**src/rtl/hazard_stall_controller.sv**
```systemverilog
// hazard_stall_controller
// Stall, bubble and flush sequencing for a 5-stage MIPS pipeline.
//   - load-use hazards between the load in EX and the instruction in ID
//   - pipeline freeze while a multi-cycle mul/div sits in EX
//   - IF/ID flush on a taken branch resolved in ID
//   - saturating stall-cycle and flush performance counters
//
// Ports
//   clk_i            pipeline clock
//   rst_ni           asynchronous active-low reset
//   id_rs_i/id_rt_i  source register fields of the ID instruction
//   id_uses_rs_i/_rt_i  ID instruction actually reads Rs/Rt
//   ex_mem_read_i    EX instruction is a load
//   ex_write_reg_i   destination register of the EX instruction
//   ex_muldiv_i      EX instruction is a mul/div (held while it stays in EX)
//   branch_taken_i   branch in ID resolved taken this cycle
//   perf_clr_i       synchronous clear of both performance counters
//   pc_write_o, if_id_write_o, id_ex_write_o   register enables
//   if_id_flush_o, id_ex_bubble_o, ex_mem_bubble_o  NOP/flush controls
//   busy_o           FSM is in BUSY
//   stall_cycles_o   cycles with pc_write_o low (saturating)
//   flush_count_o    taken-branch flushes (saturating)
//
// state | meaning
// RUN   | normal flow; a new mul/div in EX starts a freeze
// BUSY  | mul/div occupying EX; cnt_q holds remaining freeze cycles,
//       | cnt_q==0 is the release cycle
module hazard_stall_controller #(
    parameter int MULDIV_LATENCY = 4,
    parameter int CNT_W          = 16
) (
    input  logic             clk_i,
    input  logic             rst_ni,
    input  logic [4:0]       id_rs_i,
    input  logic [4:0]       id_rt_i,
    input  logic             id_uses_rs_i,
    input  logic             id_uses_rt_i,
    input  logic             ex_mem_read_i,
    input  logic [4:0]       ex_write_reg_i,
    input  logic             ex_muldiv_i,
    input  logic             branch_taken_i,
    input  logic             perf_clr_i,
    output logic             pc_write_o,
    output logic             if_id_write_o,
    output logic             if_id_flush_o,
    output logic             id_ex_write_o,
    output logic             id_ex_bubble_o,
    output logic             ex_mem_bubble_o,
    output logic             busy_o,
    output logic [CNT_W-1:0] stall_cycles_o,
    output logic [CNT_W-1:0] flush_count_o
);

    typedef enum logic {
        RUN  = 1'b0,
        BUSY = 1'b1
    } state_e;

    // The first mul/div cycle is spent in RUN, so BUSY covers the rest.
    localparam int          RELOAD_I  = (MULDIV_LATENCY > 1) ? (MULDIV_LATENCY - 2) : 0;
    localparam logic [3:0]  RELOAD    = 4'(RELOAD_I);
    localparam logic        MULTI_CYC = (MULDIV_LATENCY > 1);

    state_e           state_q, state_d;
    logic [3:0]       cnt_q, cnt_d;
    logic [CNT_W-1:0] stall_q, stall_d;
    logic [CNT_W-1:0] flush_q, flush_d;

    logic lu;
    logic hold;

    always_comb begin
        lu = ex_mem_read_i && (ex_write_reg_i != 5'd0) &&
             ((id_uses_rs_i && (id_rs_i == ex_write_reg_i)) ||
              (id_uses_rt_i && (id_rt_i == ex_write_reg_i)));
    end

    // ex_muldiv_i is only looked at in RUN so a still-high input during
    // the release cycle cannot retrigger the freeze.
    always_comb begin
        if (state_q == RUN) hold = ex_muldiv_i && MULTI_CYC;
        else                hold = (cnt_q != 4'd0);
    end

    always_comb begin
        state_d         = state_q;
        cnt_d           = cnt_q;
        pc_write_o      = 1'b1;
        if_id_write_o   = 1'b1;
        id_ex_write_o   = 1'b1;
        if_id_flush_o   = 1'b0;
        id_ex_bubble_o  = 1'b0;
        ex_mem_bubble_o = 1'b0;
        busy_o          = (state_q == BUSY);

        if (hold) begin
            pc_write_o      = 1'b0;
            if_id_write_o   = 1'b0;
            id_ex_write_o   = 1'b0;
            ex_mem_bubble_o = 1'b1;
            if (state_q == RUN) begin
                state_d = BUSY;
                cnt_d   = RELOAD;
            end else begin
                cnt_d = cnt_q - 4'd1;
            end
        end else begin
            if (state_q == BUSY) state_d = RUN;
            if (lu) begin
                pc_write_o     = 1'b0;
                if_id_write_o  = 1'b0;
                id_ex_bubble_o = 1'b1;
            end else if (branch_taken_i) begin
                // A stalled cycle drops the branch; ID re-resolves it next cycle.
                if_id_flush_o = 1'b1;
            end
        end

        // Outputs are forced idle for the whole time reset is asserted.
        if (!rst_ni) begin
            pc_write_o      = 1'b1;
            if_id_write_o   = 1'b1;
            id_ex_write_o   = 1'b1;
            if_id_flush_o   = 1'b0;
            id_ex_bubble_o  = 1'b0;
            ex_mem_bubble_o = 1'b0;
            busy_o          = 1'b0;
        end
    end

    always_comb begin
        stall_d = stall_q;
        flush_d = flush_q;
        if (perf_clr_i) begin
            stall_d = '0;
            flush_d = '0;
        end else begin
            if (!pc_write_o && (stall_q != '1)) stall_d = stall_q + 1'b1;
            if (if_id_flush_o && (flush_q != '1)) flush_d = flush_q + 1'b1;
        end
    end

    always_ff @(posedge clk_i or negedge rst_ni) begin
        if (!rst_ni) begin
            state_q <= RUN;
            cnt_q   <= 4'd0;
            stall_q <= '0;
            flush_q <= '0;
        end else begin
            state_q <= state_d;
            cnt_q   <= cnt_d;
            stall_q <= stall_d;
            flush_q <= flush_d;
        end
    end

    assign stall_cycles_o = stall_q;
    assign flush_count_o  = flush_q;

endmodule

```
**config.mk**
```make
export PLATFORM = sky130hd
export DESIGN_NAME = hazard_stall_controller
export DESIGN_NICKNAME = d
export VERILOG_FILES = /design/src/rtl/hazard_stall_controller.sv
export SDC_FILE = /design/constraint.sdc
export NUM_CORES = 1
export LEC_CHECK = 0
export ABC_AREA = 0
export CAP_MARGIN = 20
export CORE_MARGIN = 2
export CORE_UTILIZATION = 35
export CTS_CLUSTER_DIAMETER = 50
export CTS_CLUSTER_SIZE = 25
export DETAILED_ROUTE_END_ITERATION = 10
export GPL_TIMING_DRIVEN = 0
export PLACE_DENSITY = 0.72
export SYNTH_ARGS = -nofsm -noshare
export SYNTH_HDL_FRONTEND = slang
export SYNTH_SLANG_ARGS = --single-unit
```
**constraint.sdc**
```tcl
create_clock -name clk_i -period 4.3 [get_ports clk_i]
set_input_delay 0.86 -clock clk_i [delete_from_list [all_inputs] [get_ports clk_i]]
set_output_delay 0.86 -clock clk_i [all_outputs]
set_load 0.01 [all_outputs]
```
==> impl_metrics.py <==
metrics = {
    "cts": {
        "cts_setup_buffers": 0,
        "cts-root-buf": "clkbuf_8",
        "clkSlewWorstSetupHoldPaths_ns": 0.07,
        "cts.repair.resized": 0,
        "cts_tree": "yes",
        "numCtsBuffers": 5,
        "ctsHoldBuffers": 0,
        "htree_levels": 2,
        "clock_latency_ns": 0.30,
        "cts_num_sinks": 37,
        "clock_path_buffers": 2,
    },
    "yosys": {
        "async_flop_share_pct": 100,
        "yosys_warnings": 0,
        "ys_ff_latch": 37,
        "avgSynthCellArea_um2": 8.94,
        "synth.largest_area_cell": "dfrtp_1",
        "synth_top_flop_cell": "dfrtp_1",
        "synth.distinct_cells": 44,
        "synth_nets": 275,
        "synth_top_cells_by_count": "dfrtp_1 (37), nor2_1 (25), a21oi_1 (21)",
        "syn_area_um2": 2220,
        "synthTopCellsByArea": "dfrtp_1 (42%), a21oi_1 (4.7%), xnor2_1 (4.7%), nor2_1 (4.2%), or3_1 (4.2%)",
        "synth_edf_count": 0,
        "synth_top_area_share_pct": 41.8,
        "synth_seq_area_share_pct": 41.8,
        "yosysMostFrequentCell": "dfrtp_1",
        "syn_inst": 248,
    },
    "timing": {
        "fin_worst_skew_ns": 0.00414,
        "final.min_clock_period_ns": 4.18,
        "finalCritPeriodShare_pct": 97.1,
        "rsz0062_at_grt": "false",
        "slew_headroom_pct": 44.5,
        "worstMarginPinSlew_ns": 0.833,
        "tns_ns": 0,
        "hold_viol": 0,
        "max_freq_mhz": 239,
        "setup_viol": 0,
        "finalMaxSlewViolations": 0,
    },
    "worst_setup_path": {
        "r2r-start": "cnt_q[0]",
        "endpoint_kind": "output pin",
        "reg2reg_depth": 8,
        "reg2reg_slack_ns": 1.89,
        "worstPathMaxFanout": 10,
        "crit_type": "in2out",
        "start_kind": "input pin",
        "worst_ep_arrival_time_ns": 3.32,
        "cp_data_required_time_ns": 3.44,
        "r2r-end": "flush_count_o[5]",
    },
    "global_routing": {
        "overflow": 0,
        "grt_max_degree": 39,
        "grt_pass1_vias": 1947,
        "track_usage_pct": 16.5,
        "grt_pass1_wl_um": 9510,
        "antenna_found_initial": 0,
    },
    "worst_hold_path": {
        "min_from": "cnt_q[1]",
        "whs_endpoint": "cnt_q[1]",
        "min_path_cells": 1,
        "hold_path.class": "reg2reg",
    },
    "floorplanning": {
        "dieArea_um2": 6990,
        "start_util_pct": 36.8,
        "die_h_um": 83.6,
        "io_pins": 62,
        "core-area_um2": 6030,
        "die-width_um": 83.6,
        "rows": 28,
    },
    "place": {
        "io_buffers": 61,
        "gp_congestion": 0.822,
        "dp_hpwl_um": 4070,
        "place_area_um2": 2920,
    },
    "finish": {
        "area.growth.synth_to_final_pct": 36.8,
        "n_fill_cell": 586,
        "drive_gt1_share_pct": 6.62,
        "stdcell_area_um2": 3030,
        "n_antenna_cell": 0,
        "fin_nets": 343,
    },
    "power_and_ir_drop": {
        "irDropWorstVdd_v": 0.000223,
        "cellPowerDensity_nw_per_um2": 343,
        "p_leak_uw": 0.00113,
    },
    "routing": {
        "vias": 2103,
        "drcViolationCount": 0,
        "via_per_inst": 5.36,
        "route.detailed.wl_per_inst_um": 13.9,
        "final_antenna_net_count": 0,
        "drt-total-wl_um": 5460,
        "dr.first_iter.drc_count": 67,
        "drtPass1Iterations": 4,
    },
    "run": {
        "cap_viol_max_count": 0,
    },
    "status": {
        "status": "completed",
    },
}
==> cells in the final DEF, fill, tap and decap left out, types with 2 or more instances in the layout <==
cell,count
nor4_1,5
clkbuf_1,6
and3_1,2
ha_1,4
clkbuf_8,6
nor2_1,25
or4_1,5
o31ai_1,3
o211ai_1,3
xor2_1,9
a211o_1,2
nand4_1,10
nand2_1,18
buf_2,4
o21ai_0,17
clkdlybuf4s50_1,60
o2111ai_1,4
mux2i_1,2
inv_1,4
and2_1,3
dfrtp_1,37
or3_1,15
nor2b_1,3
xnor2_1,12
nand3_1,16
a21oi_1,21
==> layout make-up <==
type / instances / area (um2) / share of cell area, %
plain buffers: 9 / 41.3 / 1.36
inverters: 4 / 15.0 / 0.495
repair buffers: 61 / 606 / 20.0
multi-input cells: 198 / 1230 / 40.7
well taps: 75 / 93.8 / 3.09
clock inverters: 1 / 30.0 / 0.990
clock buffers: 7 / 86.3 / 2.85
flip-flops and latches: 37 / 926 / 30.5
==> worst max-delay path, cell delays in order <==
cell and delay (ns):
clkdlybuf4s50_1 0.47, or4_1 0.62, o21ai_4 0.31, nor2_1 0.09, o21ai_0 0.27, buf_4 0.16
clkdlybuf4s50_1 0.52
==> flip-flops by register name (all words and copies together) (netlist names) <==
register	cells
flush_count_o	16
stall_cycles_o	16
cnt_q	4
state_q	1
==> through the flow <==
| stage | setup slack, ns | util [%] | std cells | power [uW] | hold WS (ns) |
|---|---|---|---|---|---|
| 3_3_place_gp | -0.816 | 48.5 | 384 | 725 | 0.504 |
| 4_1_cts | 0.119 | 50.3 | 392 | 1050 | 0.523 |
| 6_report | 0.124 | 50.3 | 392 | 1040 | 0.520 |
| 3_5_place_dp | 0.120 | 48.4 | 384 | 732 | 0.506 |
| 5_1_grt | 0.0334 | 50.3 | 392 | 1100 | 0.558 |
| 2_1_floorplan | 1.14 | - | 248 | 603 | 0.482 |
==> cell families after synthesis <==
family | after synthesis | share of synthesized area (%)
multiplexers | 3 | 1.41
XOR/XNOR | 21 | 8.30
buffers and inverters | 13 | 2.54
AO/OA/AOI/OAI | 64 | 19.0
flip-flops | 37 | 41.8
adder cells (fa/ha/maj) | 4 | 2.26
AND/OR/NAND/NOR | 106 | 24.7
==> per-layer routing <==
metal	track usage, %	up-vias	routed length [um]
li1	-	1051	-
met1	22.4	995	2520
met2	25.6	48	2580
met3	3.56	9	269
met4	6.30	0	95
met5	0	-	0
==> report_power, final <==
part / leakage, uW / switching [uW] / internal [uW]
Clock: 0.0000585 / 127 / 189
Sequential: 0.000506 / 32.9 / 380
Combinational: 0.000564 / 162 / 150
Total: 0.00113 / 322 / 719
==> worst max path at each step <==
stage	startpoint	end	cells past startpoint
3_3_place_gp	rst_ni	if_id_flush_o	6
3_5_place_dp	ex_write_reg_i[1]	pc_write_o	7
5_1_grt	ex_write_reg_i[1]	pc_write_o	7
2_1_floorplan	ex_write_reg_i[1]	pc_write_o	5
6_report	ex_write_reg_i[1]	pc_write_o	7
4_1_cts	ex_write_reg_i[1]	pc_write_o	7
No activity file was read; power rests on OpenSTA's default activity.
